==> src/rtl/led_scan_ctrl.sv <==
// Row-major pixel sequencer for a 5x7 LED matrix, with a shadow frame that is swapped in only at frame boundaries.
// Define SCAN_SKIP_DARK_EN to give unlit pixels a single SCAN cycle and no BLANK.
module led_scan_ctrl #(
    parameter int DWELL_CYCLES = 1000,
    parameter int BLANK_CYCLES = 2
) (
    input  logic        clk,
    input  logic        rst_n,
    input  logic        scan_en,
    input  logic [34:0] frame_data,
    input  logic        frame_valid,
    output logic        frame_ready,
    output logic [2:0]  num_row,
    output logic [2:0]  num_column,
    output logic        pix_on,
    output logic        frame_start
);

`ifdef SCAN_SKIP_DARK_EN
    localparam bit SKIP_DARK = 1'b1;
`else
    localparam bit SKIP_DARK = 1'b0;
`endif

    localparam int CNT_MAX = (DWELL_CYCLES > BLANK_CYCLES) ? DWELL_CYCLES : BLANK_CYCLES;
    localparam int CW = (CNT_MAX > 1) ? $clog2(CNT_MAX + 1) : 1;
    localparam logic [CW-1:0] DWELL_LAST = CW'(DWELL_CYCLES - 1);
    localparam logic [CW-1:0] BLANK_LAST = CW'((BLANK_CYCLES > 0) ? BLANK_CYCLES - 1 : 0);

    typedef enum logic [1:0] {
        IDLE,
        SCAN,
        BLANK
    } state_t;

    state_t        state_q, state_d;
    logic [2:0]    row_q, row_d;
    logic [2:0]    col_q, col_d;
    logic [CW-1:0] cnt_q, cnt_d;
    logic [34:0]   active_q, active_d;
    logic [34:0]   shadow_q, shadow_d;
    logic          pending_q, pending_d;
    logic          loaded_q, loaded_d;
    logic          pix_on_q, pix_on_d;
    logic          frame_start_q, frame_start_d;
    logic          frame_ready_q, frame_ready_d;

    logic accept;
    logic swap;
    logic advance;
    logic end_scan;
    logic last_pix;
    logic dark_skip;

    function automatic logic [5:0] pix_idx(input logic [2:0] r, input logic [2:0] c);
        return 6'(r) * 6'd7 + 6'(c);
    endfunction

    always_comb begin
        state_d   = state_q;
        row_d     = row_q;
        col_d     = col_q;
        cnt_d     = cnt_q;
        active_d  = active_q;
        shadow_d  = shadow_q;
        pending_d = pending_q;
        loaded_d  = loaded_q;
        swap      = 1'b0;
        advance   = 1'b0;
        end_scan  = 1'b0;
        accept    = frame_valid && !pending_q;
        last_pix  = (row_q == 3'd4) && (col_q == 3'd6);
        dark_skip = SKIP_DARK && !active_q[pix_idx(row_q, col_q)];

        unique case (state_q)
            IDLE: begin
                row_d = 3'd0;
                col_d = 3'd0;
                cnt_d = '0;
                if (scan_en && (pending_q || loaded_q)) begin
                    state_d = SCAN;
                    swap    = pending_q;
                end
            end
            SCAN: begin
                if (dark_skip || cnt_q == DWELL_LAST) begin
                    end_scan = 1'b1;
                end else begin
                    cnt_d = cnt_q + CW'(1);
                end
                if (end_scan) begin
                    swap  = last_pix && pending_q;
                    cnt_d = '0;
                    if (BLANK_CYCLES > 0 && !dark_skip) begin
                        state_d = BLANK;
                    end else begin
                        advance = 1'b1;
                    end
                end
            end
            BLANK: begin
                if (cnt_q == BLANK_LAST) begin
                    cnt_d   = '0;
                    advance = 1'b1;
                end else begin
                    cnt_d = cnt_q + CW'(1);
                end
            end
            default: state_d = IDLE;
        endcase

        if (advance) begin
            state_d = SCAN;
            if (last_pix) begin
                row_d = 3'd0;
                col_d = 3'd0;
            end else if (col_q == 3'd6) begin
                row_d = row_q + 3'd1;
                col_d = 3'd0;
            end else begin
                col_d = col_q + 3'd1;
            end
        end

        // Abort wins over everything, including a frame-end swap.
        if (!scan_en) begin
            state_d = IDLE;
            row_d   = 3'd0;
            col_d   = 3'd0;
            cnt_d   = '0;
            swap    = 1'b0;
        end

        if (swap) begin
            active_d  = shadow_q;
            pending_d = 1'b0;
            loaded_d  = 1'b1;
        end
        if (accept) begin
            shadow_d  = frame_data;
            pending_d = 1'b1;
        end

        frame_ready_d = !pending_d;
        pix_on_d      = (state_d == SCAN) && active_d[pix_idx(row_d, col_d)];
        frame_start_d = (state_d == SCAN) &&
                        ((state_q == IDLE) || (advance && last_pix));
    end

    always_ff @(posedge clk) begin
        if (!rst_n) begin
            state_q       <= IDLE;
            row_q         <= 3'd0;
            col_q         <= 3'd0;
            cnt_q         <= '0;
            active_q      <= '0;
            shadow_q      <= '0;
            pending_q     <= 1'b0;
            loaded_q      <= 1'b0;
            pix_on_q      <= 1'b0;
            frame_start_q <= 1'b0;
            frame_ready_q <= 1'b1;
        end else begin
            state_q       <= state_d;
            row_q         <= row_d;
            col_q         <= col_d;
            cnt_q         <= cnt_d;
            active_q      <= active_d;
            shadow_q      <= shadow_d;
            pending_q     <= pending_d;
            loaded_q      <= loaded_d;
            pix_on_q      <= pix_on_d;
            frame_start_q <= frame_start_d;
            frame_ready_q <= frame_ready_d;
        end
    end

    assign num_row     = row_q;
    assign num_column  = col_q;
    assign pix_on      = pix_on_q;
    assign frame_start = frame_start_q;
    assign frame_ready = frame_ready_q;

endmodule
==> config.mk <==
export PLATFORM = sky130hd
export DESIGN_NAME = led_scan_ctrl
export DESIGN_NICKNAME = d
export VERILOG_FILES = /design/src/rtl/led_scan_ctrl.sv
export SDC_FILE = /design/constraint.sdc
export NUM_CORES = 1
export LEC_CHECK = 0
export ABC_CLOCK_PERIOD_IN_PS = 5290
export BUFFER_PORTS_ARGS = -buffer_cell sky130_fd_sc_hd__buf_4
export CELL_PAD_IN_SITES_DETAIL_PLACEMENT = 0
export CELL_PAD_IN_SITES_GLOBAL_PLACEMENT = 2
export CORE_MARGIN = 4
export CORE_UTILIZATION = 25
export DETAILED_ROUTE_END_ITERATION = 10
export GPL_TIMING_DRIVEN = 0
export PLACE_DENSITY_LB_ADDON = 0.08
export SKIP_LAST_GASP = 1
export SLEW_MARGIN = 20
export SYNTH_ARGS = -nofsm -noshare
export SYNTH_HDL_FRONTEND = slang
export SYNTH_SLANG_ARGS = --single-unit
==> constraint.sdc <==
create_clock -name clk -period 5.29 [get_ports clk]
set_input_delay 0.7935 -clock clk [delete_from_list [all_inputs] [get_ports clk]]
set_output_delay 0.7935 -clock clk [all_outputs]
set_load 0.1 [all_outputs]
==> out/metrics.yaml, run 1 <==
clock_tree:
  clkTransAtPathRegs_ns: 0.07
  cts.sinks: 93
  cts_tree: "done"
  clock_path_buffers: 2
  clockRootBuffer: "clkbuf_16"
  clkLatencyLatePin_ns: 0.35
  numCtsBuffers: 9
  htreeDepth: 3
global_route:
  grtUsageTotal_pct: 12.69
  overflow: 0
  first_global_vias: 3621
  grt_pass1_wl_um: 19510
  grt_max_degree: 16
  antenna_found_initial: 0
detailed_routing:
  viasPerCell: 4.578
  drt-total-wl_um: 12180
  drtIter0Drc: 102
  vias: 3708
  drtPass1Iterations: 4
  wl_per_cell_um: 15.04
  drtAntennaViolNets: 0
  drc: 0
layout:
  layout-drive-gt1-share_pct: 16.58
  syn2layout_area_growth_pct: 24.50
  layout_common_cells: "nand2_1 (91), dfxtp_1 (90), nor2_1 (69)"
  antennaDiodeCount: 0
  layout.nets: 642
  final_common_cell: "nand2_1"
sta:
  slew_viol_final: 0
  setup_slack_ns: 0.3093
  relSlewSlack_pct: 56.73
  fmax_mhz: 200.8
  fin_skew_ns: 0.007268
  period_share_pct: 94.15
  fin_crit_ns: 4.981
  setup_viol: 0
  hold_viol: 0
  tightest_slew_ns: 0.6442
power_and_ir_drop:
  power.density_nw_per_um2: 279.1
  totalPowerFinal_w: 0.001526
  leakagePower_nw: 2.303
  pwr-share-comb_pct: 8.3
  power_switching_w: 0.0003707
  seq_power_share_pct: 48.3
  ir_worst_vdd_mv: 0.1503
  intPower_w: 0.001155
  clock_power_share_pct: 43.4
  swShare_pct: 24.29
logic_synthesis:
  yosys.area_share.adder_pct: 7.236
  yosysWarnings: 0
  ys_ff_latch: 93
  muxShareOfSynthArea_pct: 8.803
  yosysUniqueCellTypes: 48
  syn_nets: 581
  syn_area_per_cell_um2: 8.462
  async_reset_ff_share_pct: 0
  netlist_area_um2: 4392
  synthSimpleGateAreaFrac_pct: 20.68
  netlist_instances: 519
  synth_edf_count: 0
  synthXorXnorAreaFrac_pct: 2.593
  synth_ff_type: "dfxtp_1"
  synth_top_family_by_area: "simple AND/OR/NAND/NOR gates"
  yosysSeqAreaShare_pct: 42.39
  synth-compound-area-share_pct: 13.62
worst_setup_path:
  path_max_fanout: 10
  crit_arrival_ns: 5.22
  rr_startpoint: "cnt_q[1]$_SDFFE_PN0P_"
  required_ns: 5.53
  worst_setup_path_start_kind: "flip-flop"
  critPathKind: "reg2reg"
  cp-end-kind: "flip-flop"
  crit_start: "cnt_q[1]$_SDFFE_PN0P_"
placement:
  post-place-ws_ns: -0.8055
  numPortBuffers: 47
  dp.final_hpwl_um: 9185
  gp_congestion: 0.7957
flow_run:
  drv_cap: 0
floorplan:
  die_x_um: 140.5
  initial_core_util_pct: 25.48
  die_y_um: 140.5
  core_area_um2: 17240
  rows: 48
  fp.dieArea_um2: 19750
  num_io_pins: 48
outcome:
  status: "finished clean"
min_path:
  holdCritPathClass: "reg2reg"
  hold_path.startpoint: "shadow_q[6]$_SDFFE_PN0P_"
==> per-layer routing <==
layer,vias up,GRT usage (%),share of wire [%]
li1,1886,-,-
met1,1741,16.69,47
met2,62,20.29,47
met3,19,2.458,3.8
met4,0,5.456,2.3
met5,-,0,0
==> power groups by stage <==
| stage | Combinational [W] | Sequential (W) | Clock, W |
|---|---|---|---|
| 6_report | 0.000127 | 0.000737 | 0.000662 |
| 5_1_grt | 0.000144 | 0.000740 | 0.000721 |
| 3_5_place_dp | 0.000131 | 0.000753 | 0 |
| 4_1_cts | 0.000131 | 0.000737 | 0.000695 |
| 3_3_place_gp | 0.000130 | 0.000753 | 0 |
| 2_1_floorplan | 0.0000714 | 0.000756 | 0 |
==> worst max-delay path, cell delays in order, from the launching register on <==
cell	delay, ns
dfxtp_1	0.34
inv_1	0.06
ha_1	0.15
nor4b_4	0.22
nand4_1	0.11
buf_4	0.17
nor3_4	0.32
o21ai_0	0.11
and2_1	0.16
o21a_2	0.25
fa_1	0.53
fa_2	0.48
fa_1	0.56
clkbuf_2	0.25
a2111oi_1	0.42
a221oi_2	0.12
a41oi_1	0.22
nor4_1	0.08
o31a_1	0.31
==> cell usage after synthesis, types with 3 or more instances <==
cell type	count	area, um^2
dfxtp_1	93	1862
nand2_1	91	341.6
nor2_1	69	259.0
a21oi_1	49	245.2
mux2i_1	33	330.3
clkbuf_1	22	82.58
ha_1	19	237.7
inv_1	19	71.32
nand3_1	11	55.05
o21ai_0	11	55.05
nor3_1	10	50.05
nor2b_1	8	50.05
a31oi_1	7	43.79
xor2_1	7	61.31
xnor2_1	6	52.55
a211oi_1	5	37.54
a21o_1	4	30.03
fa_1	4	80.08
nand4_1	4	25.02
o21a_1	4	30.03
a2111oi_0	3	26.28
buf_6	3	33.78
o2111ai_1	3	26.28
==> through the flow <==
| stage | area, um^2 | cells | setup TNS (ns) | utilization, % | hold WS, ns |
|---|---|---|---|---|---|
| after detailed placement | 5029 | 791 | -0.8055 | 29.17 | 0.4497 |
| after CTS | 5384 | 809 | 0 | 31.24 | 0.4588 |
| after global routing | 5468 | 810 | -0.03335 | 31.72 | 0.4773 |
| final | 5468 | 810 | 0 | 31.72 | 0.4566 |
| after global placement | 5029 | 791 | -0.7475 | 29.17 | 0.4429 |
| after floorplan | 4394 | 519 | 0 | - | 0.4357 |
==> registers in the layout, summed over array words and instances, names as in the netlist <==
name,flops
state_q,2
shadow_q,35
pix_on,1
loaded_q,1
frame_start,1
active_q,35
num_row,3
cnt_q,10
num_column,3
frame_ready,1
pending_q,1
==> logic make-up after synthesis <==
family | after synthesis
muxes | 36
buffers and inverters | 48
DFF | 93
and+or+nand+nor | 208
xor gates and xnor gates | 13
AOI/OAI and AO/OA | 98
adders and majority gates | 23
==> cell type report <==
type | instances | area (um^2)
Inverter | 20 | 75.07
Buffer | 28 | 131.4
Clock buffer | 11 | 242.7
Tap cell | 225 | 281.5
Multi-Input combinational cell | 378 | 2436
Sequential cell | 93 | 1866
Fill cell | 1842 | 11770
Timing Repair Buffer | 50 | 375.4
Clock inverter | 5 | 60.06
==> path summary, 6_finish.rpt <==
path | endpoint | slack (ns) | cells past startpoint
max | pix_on$_SDFF_PN0_ | 0.31 | 18
min | shadow_q[6]$_SDFFE_PN0P_ | 0.46 | 2
max reg2reg | pix_on$_SDFF_PN0_ | 0.31 | 18
min reg2reg | shadow_q[6]$_SDFFE_PN0P_ | 0.46 | 2
==> repair_timing <==
action,in CTS,in global routing
resized for setup,8,18
endpoints found under the setup margin,1,1
setup buffers,2,1
pin swaps,1,4
hold buffers,0,0
Note: power is estimated with default switching activity, not from simulation.
==> run 2, diff against run 1 <==
--- a/config.mk
+++ b/config.mk
@@ -14,6 +14,7 @@
 export DETAILED_ROUTE_END_ITERATION = 10
 export GPL_TIMING_DRIVEN = 0
 export PLACE_DENSITY_LB_ADDON = 0.08
+export RECOVER_POWER = 25
 export SKIP_LAST_GASP = 1
 export SLEW_MARGIN = 20
 export SYNTH_ARGS = -nofsm -noshare
==> run 2 against run 1 <==
Compared with the run above: worst hold slack about the same; clock-buffer cell count unchanged; global-route usage did not move; clock skew is essentially flat; maximum frequency decreased by 0.47%; sequential share of layout area is 0.24 points higher; die area did not move; first-iteration DRC count grew 5.9%; via count up 0.35%; critical path type unchanged; largest power group unchanged.
==> out/metrics.yaml, run 2 (synthesis gave the netlist of run 1 again) <==
outcome:
  status: "finished clean"  # unchanged
layout:
  syn2layout_area_growth_pct: 23.65  # was 24.50%
  final_common_cell: "nand2_1"  # unchanged
  layout.nets: 642  # unchanged
  antennaDiodeCount: 0  # unchanged
  layout_common_cells: "nand2_1 (91), dfxtp_1 (90), nor2_1 (69)"  # unchanged
  layout-drive-gt1-share_pct: 14.87  # was 16.58%
  n_fill_cell: 1854  # was 1842
  reg_top3: "active_q: 35 flops, shadow_q: 35 flops, cnt_q: 10 flops"  # unchanged
worst_setup_path:
  path_max_fanout: 10  # unchanged
  rr_startpoint: "cnt_q[1]$_SDFFE_PN0P_"  # unchanged
  cp-end-kind: "flip-flop"  # unchanged
  crit_slowest_cell: "fa_1"  # unchanged
  regToRegSetupSlack_ns: 0.29  # was 0.31 ns
  required_ns: 5.53  # about the same
  crit_arrival_ns: 5.24  # was 5.22 ns
  reg2reg_to: "pix_on$_SDFF_PN0_"  # unchanged
  critPathKind: "reg2reg"  # unchanged
  worstPathCellList: "inv_1 -> ha_1 -> nor4b_4 -> nand4_1 -> buf_4 -> nor3_4 -> o21ai_0 -> and2_1 -> o21a_2 -> fa_1 -> fa_2 -> fa_1 -> clkbuf_2 -> a2111oi_1 -> a221oi_2 -> a41oi_1 -> nor4_1 -> o31a_1"  # unchanged
  worst_path_most_repeated_cell: "fa_1"  # unchanged
  max_stage_delay_ns: 0.57  # was 0.56 ns
  worst_setup_path_start_kind: "flip-flop"  # unchanged
  rr_worst_depth: 18  # unchanged
sta:
  hold_viol: 0  # unchanged
  slew_viol_final: 0  # unchanged
  fin_skew_ns: 0.007186  # was 0.007268 ns
  tightest_slew_ns: 1.182  # was 0.6442 ns
  fmax_mhz: 199.8  # was 200.8 MHz
  setup_slack_ns: 0.2857  # was 0.3093 ns
  setup_tns_ns: 0  # unchanged
  setup_viol: 0  # unchanged
  period_share_pct: 94.60  # was 94.15%
  fin_crit_ns: 5.004  # was 4.981 ns
  relSlewSlack_pct: 21.51  # was 56.73%
clock_tree:
  clockRootBuffer: "clkbuf_16"  # unchanged
  numCtsBuffers: 9  # unchanged
  cts.sinks: 93  # unchanged
  htreeDepth: 3  # unchanged
  cts_hold_buf: 0  # unchanged
  clkTransAtPathRegs_ns: 0.07  # about the same
  clkLatencyLatePin_ns: 0.35  # about the same
  cts_tree: "done"  # unchanged
  clock_path_buffers: 2  # unchanged
power_and_ir_drop:
  power.density_nw_per_um2: 280.9  # was 279.1 nW/um^2
  totalPowerFinal_w: 0.001525  # was 0.001526 W
  leakagePower_nw: 2.262  # was 2.303 nW
  ir_worst_vdd_mv: 0.1509  # was 0.1503 mV
floorplan:
  num_io_pins: 48  # unchanged
  die_y_um: 140.5  # unchanged
  fp.dieArea_um2: 19750  # unchanged
  rows: 48  # unchanged
  core_area_um2: 17240  # unchanged
  initial_core_util_pct: 25.48  # unchanged
  die_x_um: 140.5  # unchanged
global_route:
  antenna_found_initial: 0  # unchanged
  overflow: 0  # unchanged
  grtUsageTotal_pct: 12.69  # unchanged
  grt_pass1_wl_um: 19510  # unchanged
  first_global_vias: 3621  # unchanged
  grt_max_degree: 16  # unchanged
detailed_routing:
  drtAntennaViolNets: 0  # unchanged
  viasPerCell: 4.594  # was 4.578
  drtIter0Drc: 108  # was 102
  wl_per_cell_um: 15.08  # was 15.04 um
  vias: 3721  # was 3708
  drc: 0  # unchanged
  drtPass1Iterations: 4  # unchanged
  drt-total-wl_um: 12210  # was 12180 um
flow_run:
  drv_cap: 0  # unchanged
placement:
  dp.final_hpwl_um: 9185  # unchanged
  post-place-ws_ns: -0.8055  # unchanged
  numPortBuffers: 47  # unchanged
  gp_congestion: 0.7957  # unchanged
min_path:
  min_path_cells: 2  # unchanged
  hold_path_end: "shadow_q[6]$_SDFFE_PN0P_"  # unchanged
  hold_path.startpoint: "shadow_q[6]$_SDFFE_PN0P_"  # unchanged
  holdCritPathClass: "reg2reg"  # unchanged
[run 2: worst max-delay path, delay by kind of cell (launching register included)]
kind                       cells  cell delay [ns]
adders and majority gates      4             1.73
AOI/OAI and AO/OA              6             1.44
and+or+nand+nor                5             0.88
buffers and inverters          3             0.48
DFF                            1             0.34
[run 2: what timing repair did]
action / CTS / global route
setup endpoints to repair: 1 / 1
buffers inserted: 2 / 1
gates resized for setup: 8 / 18
pin swaps: 1 / 4
[run 2: worst max path at each step]
| stage | from | end | slack, ns | cells after the start |
|---|---|---|---|---|
| 2_1_floorplan | num_column[0]$_SDFF_PN0_ | pix_on$_SDFF_PN0_ | 0.25 | 15 |
| 3_3_place_gp | cnt_q[0]$_SDFFE_PN0P_ | pix_on$_SDFF_PN0_ | -0.75 | 18 |
| 3_5_place_dp | cnt_q[0]$_SDFFE_PN0P_ | pix_on$_SDFF_PN0_ | -0.81 | 18 |
| 4_1_cts | cnt_q[0]$_SDFFE_PN0P_ | pix_on$_SDFF_PN0_ | 0.04 | 17 |
| 5_1_grt | cnt_q[1]$_SDFFE_PN0P_ | pix_on$_SDFF_PN0_ | -0.03 | 18 |
| 6_report | cnt_q[1]$_SDFFE_PN0P_ | pix_on$_SDFF_PN0_ | 0.29 | 18 |
[run 2: cell type report]
| cell class | instances | area [um^2] | share of cell area (%) |
|---|---|---|---|
| Buffer | 28 | 131.4 | 2.419 |
| Clock buffer | 11 | 242.7 | 4.470 |
| Clock inverter | 5 | 60.06 | 1.106 |
| Inverter | 20 | 75.07 | 1.382 |
| Multi-Input combinational cell | 378 | 2436 | 44.86 |
| Sequential cell | 93 | 1866 | 34.35 |
| Tap cell | 225 | 281.5 | 5.184 |
| Timing Repair Buffer | 50 | 337.8 | 6.221 |
[run 2: metrics by stage]
stage / instance area [um^2] / std cells / utilization, % / hold slack [ns]
after global placement: 5029 / 791 / 29.17 / 0.4429
after floorplan: 4394 / 519 / - / 0.4357
after global routing: 5430 / 810 / 31.50 / 0.4773
after CTS: 5384 / 809 / 31.24 / 0.4588
final: 5430 / 810 / 31.50 / 0.4566
after detailed placement: 5029 / 791 / 29.17 / 0.4497
[run 2: power breakdown]
part	switching, W	internal [W]	total (W)
clock network	0.000282	0.000380	0.000662
registers	0.0000141	0.000723	0.000737
logic	0.0000753	0.0000503	0.000126
[run 2: layer usage]
layer | up-vias | track usage (%) | part of all wire, %
li1 | 1887 | - | -
met1 | 1763 | 16.69 | 48
met2 | 54 | 20.29 | 47
met3 | 17 | 2.458 | 3.3
met4 | 0 | 5.456 | 2.1
met5 | - | 0 | 0
